## config.mk

```make
export PLATFORM = sky130hd
export DESIGN_NAME = msrv32_pc_gen_block
export DESIGN_NICKNAME = d
export VERILOG_FILES = /design/src/rtl/msrv32_pc_gen_block.sv
export SDC_FILE = /design/constraint.sdc
export NUM_CORES = 1
export LEC_CHECK = 0
export BUFFER_PORTS_ARGS = -buffer_cell sky130_fd_sc_hd__buf_4
export CORE_MARGIN = 4
export CORE_UTILIZATION = 47
export DETAILED_ROUTE_END_ITERATION = 10
export HOLD_SLACK_MARGIN = 0.15
export PLACE_DENSITY = 0.78
export SKIP_LAST_GASP = 1
export SLEW_MARGIN = 10
export SYNTH_ARGS = -nofsm -noshare
export SYNTH_HDL_FRONTEND = slang
export SYNTH_SLANG_ARGS = --single-unit
```

## constraint.sdc

```tcl
create_clock -name clk_in -period 3.04 [get_ports clk_in]
set_clock_uncertainty 0.2 [all_clocks]
set_input_delay 0.152 -clock clk_in [delete_from_list [all_inputs] [get_ports clk_in]]
set_output_delay 0.152 -clock clk_in [all_outputs]
set_load 0.03 [all_outputs]
```

## src/rtl/msrv32_pc_gen_block.sv

```systemverilog
// Program-counter generator: boot delay, sequential advance, redirects, misaligned-target trap.
// Latency: redirect target visible on pc_out one cycle after the redirect edge; pc_plus_4_out is combinational.
// Backpressure: pc_out holds while fetch_valid_out=1 and fetch_ready_in=0 or stall_in=1; a redirect may replace it.
// Optional feature: define MSRV32_PC_RVC_EN for 16-bit instruction steps and halfword-aligned redirect targets.
module msrv32_pc_gen_block #(
    parameter int              XLEN         = 32,
    parameter logic [XLEN-1:0] RESET_VECTOR = XLEN'(32'h0000_0000),
    parameter logic [XLEN-1:0] TRAP_VECTOR  = XLEN'(32'h0000_0100),
    parameter int              BOOT_CYCLES  = 2
) (
    input  logic            clk_in,
    input  logic            rst_in,
    input  logic            stall_in,
    input  logic            redirect_in,
    input  logic [XLEN-1:0] redirect_pc_in,
    input  logic            fetch_ready_in,
`ifdef MSRV32_PC_RVC_EN
    input  logic            fetch_len2_in,
`endif
    output logic [XLEN-1:0] pc_out,
    output logic [XLEN-1:0] pc_plus_4_out,
    output logic            fetch_valid_out,
    output logic            misaligned_out,
    output logic [XLEN-1:0] misaligned_addr_out,
    output logic [31:0]     fetch_count_out
);

    typedef enum logic [1:0] {
        ST_BOOT = 2'd0,
        ST_RUN  = 2'd1,
        ST_TRAP = 2'd2
    } state_t;

    state_t          r_state;
    logic [3:0]      r_boot_cnt;
    logic [XLEN-1:0] r_pc;
    logic            r_fetch_valid;
    logic            r_misaligned;
    logic [XLEN-1:0] r_mis_addr;
    logic [31:0]     r_fetch_count;

    logic            w_accept;
    logic            w_target_misaligned;
    logic [XLEN-1:0] w_step;

    // Decode the fetch handshake, redirect alignment and sequential step size.
    always_comb begin
        w_accept = r_fetch_valid & fetch_ready_in & ~stall_in;
`ifdef MSRV32_PC_RVC_EN
        w_target_misaligned = redirect_pc_in[0];
        w_step              = fetch_len2_in ? XLEN'(2) : XLEN'(4);
`else
        w_target_misaligned = |redirect_pc_in[1:0];
        w_step              = XLEN'(4);
`endif
    end

    // Boot/run/trap sequencing with PC update priority: redirect, stall, accepted fetch.
    always_ff @(posedge clk_in or posedge rst_in) begin
        if (rst_in) begin
            r_state       <= ST_BOOT;
            r_boot_cnt    <= 4'd0;
            r_pc          <= RESET_VECTOR;
            r_fetch_valid <= 1'b0;
            r_misaligned  <= 1'b0;
            r_mis_addr    <= '0;
            r_fetch_count <= 32'd0;
        end else begin
            case (r_state)
                ST_BOOT: begin
                    // Redirects and stalls are ignored until the first fetch is offered.
                    if (r_boot_cnt == 4'(BOOT_CYCLES - 1)) begin
                        r_state       <= ST_RUN;
                        r_fetch_valid <= 1'b1;
                    end else begin
                        r_boot_cnt <= r_boot_cnt + 4'd1;
                    end
                end
                ST_RUN: begin
                    // A fetch accepted alongside a redirect is still counted.
                    if (w_accept) begin
                        r_fetch_count <= r_fetch_count + 32'd1;
                    end
                    if (redirect_in && !w_target_misaligned) begin
                        r_pc <= redirect_pc_in;
                    end else if (redirect_in) begin
                        r_pc          <= TRAP_VECTOR;
                        r_mis_addr    <= redirect_pc_in;
                        r_misaligned  <= 1'b1;
                        r_fetch_valid <= 1'b0;
                        r_state       <= ST_TRAP;
                    end else if (stall_in) begin
                        r_pc <= r_pc;
                    end else if (w_accept) begin
                        r_pc <= r_pc + w_step;
                    end
                end
                ST_TRAP: begin
                    // Single cycle with fetch withheld; the trap vector is then offered.
                    r_misaligned  <= 1'b0;
                    r_fetch_valid <= 1'b1;
                    r_state       <= ST_RUN;
                end
                default: begin
                    r_state       <= ST_BOOT;
                    r_boot_cnt    <= 4'd0;
                    r_fetch_valid <= 1'b0;
                    r_misaligned  <= 1'b0;
                end
            endcase
        end
    end

    // Drive outputs from registered state; link address is combinational.
    always_comb begin
        pc_out              = r_pc;
        pc_plus_4_out       = r_pc + XLEN'(4);
        fetch_valid_out     = r_fetch_valid;
        misaligned_out      = r_misaligned;
        misaligned_addr_out = r_mis_addr;
        fetch_count_out     = r_fetch_count;
    end

endmodule
```

==> summary.txt, run 1 <==
Critical path
  • Worst path arrival time: 2620 ps
  • Critical Path Start Type: flop
  • Critical path's slowest cell: or4_4
  • Reg2reg end: pc_out[18]
  • Worst r2r path cells: 9
  • Reg-to-reg setup timing slack: 350 ps
  • CP Class: reg2out
  • Crit-path max FO: 7
  • Reg-to-reg startpoint: r_state[1]
  • CP required: 2690 ps
  • CP Cell Sequence: nand4_4 -> or4_4 -> or3_1 -> nor2_1 -> xor2_1 -> buf_4
  • CP endpoint kind: output port
  • CP peak stage delay: 610 ps

Clock tree
  • Clock Tree Buf Depth: 2
  • Clock-pin slew on the worst setup and hold paths: 70 ps
  • CTS Buf Count: 9
  • H-tree depth: 3
  • Clock Sinks: 103
  • CTS root buf: clkbuf_16
  • CTS tree: done
  • Clk Latency, worst-skew pair: 350 ps

Run status
  • Status: complete, no violations

Placed design
  • Input/output buffers: 166
  • Cell Count Post-Placement: 834
  • Gpl congestion: 0.8954
  • Placed inst area: 0.006785 mm²
  • Pre-CTS WS: 352.8 ps
  • Detail Placement HPWL: 11190 µm

Yosys
  • Most common cell in the netlist: dfrtp_1
  • Synthesized area: 0.005355 mm²
  • Synth warn: 0
  • Post-synth top cells: dfrtp_1 (103), nand2_1 (53), nor2_1 (45)
  • Register area share after synthesis: 0.4813
  • Yosys reg bits: 103
  • Post-Syn Area per Cell: 9.826 µm²
  • Cell taking the most area after synthesis: dfrtp_1
  • Synth Instances: 545
  • Synth cell types: 54
  • Most area-consuming cells after synthesis: dfrtp_1 (48%), mux2_2 (6.5%), xnor2_1 (5.9%), xor2_1 (3.8%), nand2_1 (3.7%)
  • Number of flops mapped to enable cells by yosys: 0
  • Asr flop ratio synth: 1.000
  • Area share of the largest cell type after synthesis: 0.4813
  • Net count after synthesis: 589
  • Top FF cell, synth: dfrtp_1

Min path
  • Hold path depth: 3
  • WHS Endpoint: pc_out[7]
  • Hold Path Origin: redirect_in
  • Hold Crit Class: in2reg

Pwr
  • Leakage dissipation: 3.479 nW
  • Sequential power share: 0.324
  • Switch share: 0.4710
  • PwrDens: 989.3 mW/mm²
  • Total power: 0.007354 W
  • Logic pwr share: 0.522
  • Switch Pwr: 0.003464 W
  • VDD IR max: 0.8634 mV
  • Clock Power Share: 0.154
  • Total internal power: 0.003891 W

Route
  • Overall routed net length: 15930 µm
  • Remaining DRCs: 0
  • WL/cell: 17.98 µm
  • Vias: 4988
  • DRT Pass-1 Iters: 5
  • Number of vias per cell: 5.630
  • Final ANT Viol Nets: 0
  • Initial DRC count: 371

Flow run
  • Max-Cap Viols: 0

Global routing
  • Overall fraction of global-route tracks in use: 0.2456
  • Largest net degree at the start of global routing: 50
  • Total gr overflow: 0
  • Vias in the first global route: 5111
  • First-pass GRT wire length: 25830 µm
  • Initial antenna violation count: 0

Die
  • Initial Util: 0.4876
  • Area of the die: 0.01317 mm²
  • IO Pins: 167
  • CORE AREA: 0.01098 mm²
  • Die Y: 114.7 µm
  • Chip Width: 114.7 µm
  • # rows: 38

Timing
  • Period utilization: 0.9791
  • Final setup viols: 0
  • Fmax: 336.0 MHz
  • Slew at the pin closest to its max-slew limit: 1111 ps
  • Hold Fails Final Rpt: 0
  • Max Slew Vio Count: 0
  • Worst slew margin: 0.2567
  • Worst Hold Margin: 194.7 ps
  • Worst setup margin: 63.42 ps
  • RSZ-0062 raised after global routing: true
  • Min Tclk post-route: 2977 ps

Final layout
  • Area Overhead vs Synth: 38.81%
  • Post-route cell area: 0.007433 mm²
  • Final std cells w/o fill: 886
  • Layout cell share with drive strength beyond 1: 0.3289
  • Final nets: 784
==> worst max-delay path, delay by kind of cell, from the launching register on <==
| kind | cells | cell delay, ps |
|---|---|---|
| AND/OR/NAND/NOR | 4 | 1440 |
| flip-flops | 1 | 480 |
| buffers and inverters | 1 | 180 |
| XOR/XNOR | 1 | 170 |
==> state kept, by name, summed over array words and instances (netlist names) <==
name	flops
r_boot_cnt	4
fetch_count_out	32
r_state	2
pc_out	32
misaligned_out	1
misaligned_addr_out	32
==> worst max path at each step <==
stage / slack (ps) / end / cells past startpoint / from
floorplan: 130 / pc_plus_4_out[29] / 7 / pc_out[9]
global placement: 410 / pc_plus_4_out[29] / 6 / pc_out[9]
detailed placement: 350 / pc_out[31] / 5 / pc_out[9]
CTS: 20 / pc_plus_4_out[29] / 6 / pc_out[13]
global route: -60 / pc_plus_4_out[29] / 6 / pc_out[12]
finish: 60 / pc_plus_4_out[29] / 6 / pc_out[12]
==> cells in the final DEF (no fill, tap or decap), types with 4 or more instances in the layout <==
cell type and instances:
nand4_1 17, mux2_2 31, nor2_1 44, and3_1 6
o22ai_1 6, o21ai_0 23, a31oi_1 4, buf_4 179
inv_1 17, nor4_1 10, and2_1 5, nor3_1 8
a22oi_1 6, ha_1 6, dfrtp_1 100, a21oi_1 21
xnor2_1 36, xor2_1 23, nand2_1 53, and4_1 4
nand3_1 37, dlygate4sd3_1 35, clkbuf_16 9
==> kinds of logic (layout without fill, tap and decap cells) <==
kind of cell,after synthesis,after routing,share of synthesized area
xor gates and xnor gates,59,59,0.09649
muxes,32,32,0.06706
other,0,1,0
and+or+nand+nor,209,209,0.1998
adders and majority gates,7,7,0.01635
DFF,103,103,0.4813
buffers and inverters,50,250,0.03785
AOI/OAI and AO/OA,85,85,0.1012
==> cell type report <==
type / count / area, µm²
clock inverters: 6 / 50.05
flip-flops and latches: 103 / 2581
diodes: 1 / 2.502
repair buffers: 215 / 1714
fillers: 829 / 3550
well taps: 140 / 175.2
multi-input cells: 392 / 2596
inverters: 19 / 75.07
clock buffers: 10 / 239.0
==> metal layers <==
layer	vias up	track usage	share of wire
met1	2403	0.3172	0.41
met3	38	0.05053	0.073
met2	222	0.4067	0.49
li1	2325	-	-
met4	0	0.09781	0.029
met5	-	0	0
==> power groups by stage <==
stage / combinational (W) / clock, W / sequential, W
after floorplan: 0.00166 / 0 / 0.00305
after global routing: 0.00407 / 0.00122 / 0.00246
final: 0.00384 / 0.00113 / 0.00238
after CTS: 0.00383 / 0.00116 / 0.00236
after detailed placement: 0.00378 / 0 / 0.00238
after global placement: 0.00372 / 0 / 0.00233
==> per-stage QoR <==
stage                     utilization  TNS [ps]
after global placement         0.6178         0
after floorplan                     -         0
final                          0.6768         0
after detailed placement       0.6178         0
after global routing           0.6766    -199.7
after CTS                      0.6761         0
==> what timing repair did <==
| item | 4_1_cts | 5_1_grt |
|---|---|---|
| hold buffers | 35 | 0 |
| gates resized for setup | 1 | 3 |
| hold endpoints to repair | 92 | 0 |
| setup endpoints to repair | 1 | 5 |
| setup buffers | 0 | 0 |
No activity file was read; power rests on OpenSTA's default activity.
==> run 2, diff against run 1 <==
--- a/config.mk
+++ b/config.mk
@@ -7,10 +7,10 @@
 export LEC_CHECK = 0
 export BUFFER_PORTS_ARGS = -buffer_cell sky130_fd_sc_hd__buf_4
 export CORE_MARGIN = 4
-export CORE_UTILIZATION = 47
+export CORE_UTILIZATION = 45
 export DETAILED_ROUTE_END_ITERATION = 10
 export HOLD_SLACK_MARGIN = 0.15
-export PLACE_DENSITY = 0.78
+export PLACE_DENSITY = 0.75
 export SKIP_LAST_GASP = 1
 export SLEW_MARGIN = 10
 export SYNTH_ARGS = -nofsm -noshare
==> constraint.sdc (replaced) <==
create_clock -name clk_in -period 2.7 [get_ports clk_in]
set_clock_uncertainty 0.2 [all_clocks]
set_input_delay 0.135 -clock clk_in [delete_from_list [all_inputs] [get_ports clk_in]]
set_output_delay 0.135 -clock clk_in [all_outputs]
set_load 0.03 [all_outputs]
==> run 2 against run 1 <==
Against the previous run: the flow now finishes with violations (setup timing); routed wire length hardly changed; flip-flop and latch count stayed put; clock power is 9.7% higher; critical endpoint is now pc_plus_4_out[23].
==> summary.txt, run 2 (synthesis results as in run 1) <==
Run status
  • Status: complete, but fails checks (was complete, no violations)
  • Failing checks: setup timing

Timing
  • Slew at the pin closest to its max-slew limit: 1121 ps (was 1111 ps)
  • Worst setup margin: -2.926 ps (was 63.42 ps)
  • Worst slew margin: 0.2500 (was 0.2567)
  • Fmax: 370.0 MHz
  • RSZ-0062 raised after global routing: true (unchanged)
  • Hold Fails Final Rpt: 0 (unchanged)
  • Final setup viols: 1 (was 0)
  • Max Slew Vio Count: 0 (unchanged)
  • Min Tclk post-route: 2703 ps
  • Period utilization: 1.001

Pwr
  • VDD IR max: 0.6935 mV (was 0.8634 mV)
  • PwrDens: 1087 mW/mm² (was 989.3 mW/mm²)
  • Leakage dissipation: 3.606 nW (was 3.479 nW)

Die
  • Chip Width: 117.1 µm (was 114.7 µm)
  • CORE AREA: 0.01152 mm² (was 0.01098 mm²)
  • Area of the die: 0.01371 mm² (was 0.01317 mm²)
  • Die Y: 117.1 µm (was 114.7 µm)
  • Initial Util: 0.4650 (was 0.4876)
  • IO Pins: 167 (unchanged)
  • # rows: 39 (was 38)

Min path
  • Hold Crit Class: reg2reg (was in2reg)

Critical path
  • Worst path arrival time: 2370 ps (was 2620 ps)
  • Critical path's slowest cell: or4_4 (unchanged)
  • Cell repeated most along the worst path: buf_6
  • Crit-path max FO: 6 (was 7)
  • CP Class: reg2out (unchanged)
  • CP endpoint kind: output port (unchanged)
  • CP peak stage delay: 590 ps (was 610 ps)
  • CP Cell Sequence: nand4_4 -> or4_4 -> or3_4 -> buf_6 -> xnor2_2 -> buf_6 (was nand4_4 -> or4_4 -> or3_1 -> nor2_1 -> xor2_1 -> buf_4)
  • CP required: 2370 ps (was 2690 ps)
  • Critical Path Start Type: flop (unchanged)

Placed design
  • Placed inst area: 0.006915 mm² (was 0.006785 mm²)
  • Cell Count Post-Placement: 850 (was 834)
  • Gpl congestion: 0.8996 (was 0.8954)
  • Input/output buffers: 166 (unchanged)
  • Detail Placement HPWL: 10940 µm (was 11190 µm)

Final layout
  • Most frequent cells in the layout: buf_4 (199), dfrtp_1 (93), nand2_1 (53) (was buf_4 (179), dfrtp_1 (100), nand2_1 (53))
  • Final std cells w/o fill: 913 (was 886)
  • Layout cell share with drive strength beyond 1: 0.3662 (was 0.3289)
  • Post-route cell area: 0.007695 mm² (was 0.007433 mm²)
  • N_diodes: 0 (was 1)
  • Final nets: 810 (was 784)
  • Commonest non-fill, non-tap cell in the layout: buf_4 (unchanged)
  • Area Overhead vs Synth: 43.69% (was 38.81%)

Route
  • WL/cell: 17.43 µm (was 17.98 µm)
  • Initial DRC count: 463 (was 371)
  • DRT Pass-1 Iters: 5 (unchanged)
  • Overall routed net length: 15920 µm (was 15930 µm)
  • Final ANT Viol Nets: 0 (unchanged)
  • Vias: 5137 (was 4988)
  • Remaining DRCs: 0 (unchanged)
  • Number of vias per cell: 5.627 (was 5.630)

Flow run
  • Max-Cap Viols: 0 (unchanged)

Clock tree
  • CTS Buf Count: 9 (unchanged)
  • H-tree depth: 3 (unchanged)
  • Clock Tree Buf Depth: 2 (unchanged)
  • CTS root buf: clkbuf_16 (unchanged)
  • CTS tree: done (unchanged)
  • Clock Sinks: 103 (unchanged)
  • Clk Latency, worst-skew pair: 350 ps (about the same)
  • Clock-pin slew on the worst setup and hold paths: 70 ps (about the same)

Global routing
  • Vias in the first global route: 5058 (was 5111)
  • Overall fraction of global-route tracks in use: 0.2345 (was 0.2456)
  • Total gr overflow: 0 (unchanged)
  • First-pass GRT wire length: 25340 µm (was 25830 µm)
  • Initial antenna violation count: 0 (unchanged)
  • Largest net degree at the start of global routing: 104 (was 50)
==> run 2: changes by cell type in the layout (fill, tap and decap cells not counted), sizes merged <==
cell / previous run / this run
buf: 180 / 204
dlygate4sd3: 35 / 37
clkbuf: 10 / 9
clkinvlp: 2 / 3
diode: 1 / 0
inv: 20 / 19
==> run 2: layout make-up <==
type,instances,area (µm²)
Clock buffer,9,225.2
Multi-Input combinational cell,392,2650
Inverter,19,75.07
Sequential cell,103,2590
Timing Repair Buffer,241,1929
Fill cell,888,3821
Clock inverter,6,46.29
Tap cell,143,178.9
==> run 2: metrics by stage <==
step	total power, W	util	hold WS [ps]	setup TNS (ps)	setup slack [ps]
after floorplan	0.005325	-	58.35	-3.704	-3.704
after global placement	0.006884	0.6005	146.0	0	183.1
after detailed placement	0.006984	0.6005	148.6	0	137.5
after CTS	0.008346	0.6625	286.7	0	7.585
after global routing	0.008841	0.6682	319.6	-263.2	-67.41
final	0.008368	0.6682	293.9	-2.926	-2.926
==> run 2: final timing paths <==
| check | start | cells past startpoint | endpoint | slack, ps |
|---|---|---|---|---|
| min | misaligned_addr_out[0] | 2 | misaligned_addr_out[0] | 290 |
| max in group asynchronous | rst_in | 4 | pc_out[19] | 1580 |
| max | pc_out[10] | 6 | pc_plus_4_out[23] | -3 |
| max reg2reg | r_state[1] | 9 | pc_out[16] | 170 |
| min reg2reg | misaligned_addr_out[0] | 2 | misaligned_addr_out[0] | 290 |
| min in group asynchronous | rst_in | 4 | misaligned_addr_out[28] | 310 |
==> run 2: power by group <==
part / total, W / internal, W / switching (W)
combinational: 0.00454 / 0.00180 / 0.00274
sequential: 0.00259 / 0.00206 / 0.000530
clock: 0.00124 / 0.000627 / 0.000608
total: 0.00837 / 0.00449 / 0.00388
==> run 2: critical path, delay by kind of cell (launching register included) <==
family        cells  cell delay, ps
simple gates      3            1170
flops             1             390
buf+inv           2             300
xor+xnor          1             140
==> run 2: routing by layer <==
metal	global-route usage	wire [µm]	vias to the layer above	part of all wire
met2	0.3750	7613	245	0.48
li1	-	-	2372	-
met1	0.3091	6515	2486	0.41
met5	0	0	-	0
met3	0.05553	1354	34	0.085
met4	0.09327	433	0	0.027
==> run 2: what timing repair did <==
action                     4_1_cts  5_1_grt
hold buffers                    37        0
resized for setup                7       10
pin swaps                        1        5
setup buffers                    7        4
setup endpoints to repair        7        7
hold endpoints to repair       169        0
==> run 3, diff against run 2 <==
--- a/config.mk
+++ b/config.mk
@@ -8,6 +8,7 @@
 export BUFFER_PORTS_ARGS = -buffer_cell sky130_fd_sc_hd__buf_4
 export CORE_MARGIN = 4
 export CORE_UTILIZATION = 45
+export CTS_BUF_LIST = sky130_fd_sc_hd__clkbuf_8
 export DETAILED_ROUTE_END_ITERATION = 10
 export HOLD_SLACK_MARGIN = 0.15
 export PLACE_DENSITY = 0.75
==> run 3 against run 2 <==
Against the previous run: the run still ends with setup timing left; cell count increased by 0.22%; register-to-register slack about the same; clock-buffer cell count unchanged; flip-flop and latch count unchanged; setup slack got worse by 2.7 ps; die area unchanged; cell area decreased by 0.60%; worst hold slack got worse by 19 ps; clock power decreased by 27%; critical path type unchanged.
==> summary.txt, run 3 (synthesis results as in run 1) <==
Global routing
  • Vias in the first global route: 5066 (was 5058)
  • Initial antenna violation count: 0 (unchanged)
  • Overall fraction of global-route tracks in use: 0.2336 (was 0.2345)
  • First-pass GRT wire length: 25270 µm (was 25340 µm)
  • Largest net degree at the start of global routing: 104 (unchanged)
  • Total gr overflow: 0 (unchanged)

Run status
  • Status: complete, but fails checks (unchanged)
  • Failing checks: setup timing (unchanged)

Route
  • Initial DRC count: 463 (unchanged)
  • Remaining DRCs: 0 (unchanged)
  • Final ANT Viol Nets: 0 (unchanged)
  • Vias: 5148 (was 5137)
  • WL/cell: 17.40 µm (was 17.43 µm)
  • Overall routed net length: 15920 µm (about the same)
  • Number of vias per cell: 5.626 (was 5.627)
  • DRT Pass-1 Iters: 5 (unchanged)

Placed design
  • Pre-CTS WS: 137.5 ps (unchanged)
  • Gpl congestion: 0.8996 (unchanged)
  • Input/output buffers: 166 (unchanged)
  • Detail Placement HPWL: 10940 µm (unchanged)
  • Placed inst area: 0.006915 mm² (unchanged)

Clock tree
  • CTS root buf: clkbuf_8 (was clkbuf_16)
  • Clk Latency, worst-skew pair: 380 ps (was 350 ps)
  • H-tree depth: 3 (unchanged)
  • Clock Sinks: 103 (unchanged)
  • Clock-pin slew on the worst setup and hold paths: 100 ps (was 70 ps)
  • CTS tree: done (unchanged)
  • Clock Tree Buf Depth: 2 (unchanged)
  • CTS Buf Count: 9 (unchanged)

Final layout
  • Final nets: 811 (was 810)
  • Commonest non-fill, non-tap cell in the layout: buf_4 (unchanged)
  • Post-route cell area: 0.007649 mm² (was 0.007695 mm²)
  • Layout cell share with drive strength beyond 1: 0.3709 (was 0.3662)
  • Post-layout util: 0.6642 (was 0.6682)
  • Area Overhead vs Synth: 42.83% (was 43.69%)
  • Most frequent cells in the layout: buf_4 (197), dfrtp_1 (93), nand2_1 (52) (was buf_4 (199), dfrtp_1 (93), nand2_1 (53))

Timing
  • Max Slew Vio Count: 0 (unchanged)
  • Slew at the pin closest to its max-slew limit: 1115 ps (was 1121 ps)
  • RSZ-0062 raised after global routing: true (unchanged)
  • Period utilization: 1.002 (was 1.001)
  • Worst setup margin: -5.652 ps (was -2.926 ps)
  • Hold Fails Final Rpt: 0 (unchanged)
  • Final setup viols: 1 (unchanged)
  • Min Tclk post-route: 2706 ps (was 2703 ps)
  • Worst slew margin: 0.2536 (was 0.2500)
  • Fmax: 369.6 MHz (was 370.0 MHz)

Min path
  • Hold Crit Class: in2async (was reg2reg)

Critical path
  • CP peak stage delay: 610 ps (was 590 ps)
  • CP delay by family, top: simple AND/OR/NAND/NOR gates (unchanged)
  • CP Cell Sequence: nand3_2 -> or4_4 -> or3_4 -> nor2_4 -> xor2_2 -> buf_6 (was nand4_4 -> or4_4 -> or3_4 -> buf_6 -> xnor2_2 -> buf_6)
  • CP endpoint kind: output port (unchanged)
  • Critical Path Start Type: flop (unchanged)
  • CP Class: reg2out (unchanged)
  • Worst path bufs/invs: 1 (was 2)
  • Crit-path max FO: 6 (unchanged)
  • CP required: 2370 ps (about the same)
  • Critical path's slowest cell: or4_4 (unchanged)
  • Worst path arrival time: 2370 ps (about the same)

Die
  • # rows: 39 (unchanged)
  • CORE AREA: 0.01152 mm² (unchanged)
  • Initial Util: 0.4650 (unchanged)
  • Chip Width: 117.1 µm (unchanged)
  • IO Pins: 167 (unchanged)
  • Die Y: 117.1 µm (unchanged)
  • Area of the die: 0.01371 mm² (unchanged)

Pwr
  • PwrDens: 1058 mW/mm² (was 1087 mW/mm²)
  • Leakage dissipation: 3.580 nW (was 3.606 nW)
  • VDD IR max: 0.7434 mV (was 0.6935 mV)
  • Total power: 0.008093 W (was 0.008368 W)

Flow run
  • Max-Cap Viols: 0 (unchanged)
-- run 3: metal layers --
metal / vias up / global-route usage / share of wire
met5: - / 0 / 0
met4: 0 / 0.09557 / 0.026
met3: 40 / 0.05707 / 0.086
met2: 233 / 0.3694 / 0.48
met1: 2500 / 0.3093 / 0.41
li1: 2375 / - / -
-- run 3: final cells by class --
cell class | count | area (µm²)
Sequential cell | 103 | 2590
Antenna cell | 1 | 2.502
Clock inverter | 6 | 46.29
Tap cell | 143 | 178.9
Multi-Input combinational cell | 392 | 2685
Clock buffer | 9 | 123.9
Timing Repair Buffer | 242 | 1947
Inverter | 19 | 75.07
Fill cell | 895 | 3867
-- run 3: tightest hold or removal path, delay by kind of cell --
kind | cells | cell delay [ps]
buffers and inverters | 4 | 1180
-- run 3: stage by stage --
stage / instances / hold WS, ps / TNS (ps)
finish: 915 / 274.6 / -5.652
global route: 914 / 321.7 / -209.3
CTS: 913 / 291.7 / -2.481
detailed placement: 850 / 148.6 / 0
global placement: 850 / 146.0 / 0
floorplan: 545 / 58.35 / -3.704
-- run 3: worst paths after layout --
path	depth (start not counted)	slack [ps]	from	end
max in group asynchronous	4	1590	rst_in	pc_out[19]
min in group clk_in	2	290	misaligned_addr_out[0]	misaligned_addr_out[0]
min reg2reg	2	290	misaligned_addr_out[0]	misaligned_addr_out[0]
max	6	-6	pc_out[18]	pc_plus_4_out[29]
max reg2reg	9	180	r_state[1]	pc_out[16]
min	4	270	rst_in	pc_out[30]
-- run 3: repair_timing --
| item | 4_1_cts | 5_1_grt |
|---|---|---|
| hold buffers | 38 | 0 |
| hold endpoints to repair | 176 | 0 |
| setup endpoints to repair | 7 | 25 |
| pin swaps | 1 | 2 |
| gates resized for setup | 12 | 13 |
| buffers inserted | 10 | 1 |
-- run 3: power breakdown --
| part | internal [W] | leakage [nW] | total (W) | switching [W] |
|---|---|---|---|---|
| clock | 0.000337 | 0.0821 | 0.000911 | 0.000574 |
| sequential | 0.00206 | 1.28 | 0.00260 | 0.000542 |
| combinational | 0.00182 | 2.22 | 0.00458 | 0.00276 |
| total | 0.00422 | 3.58 | 0.00809 | 0.00388 |
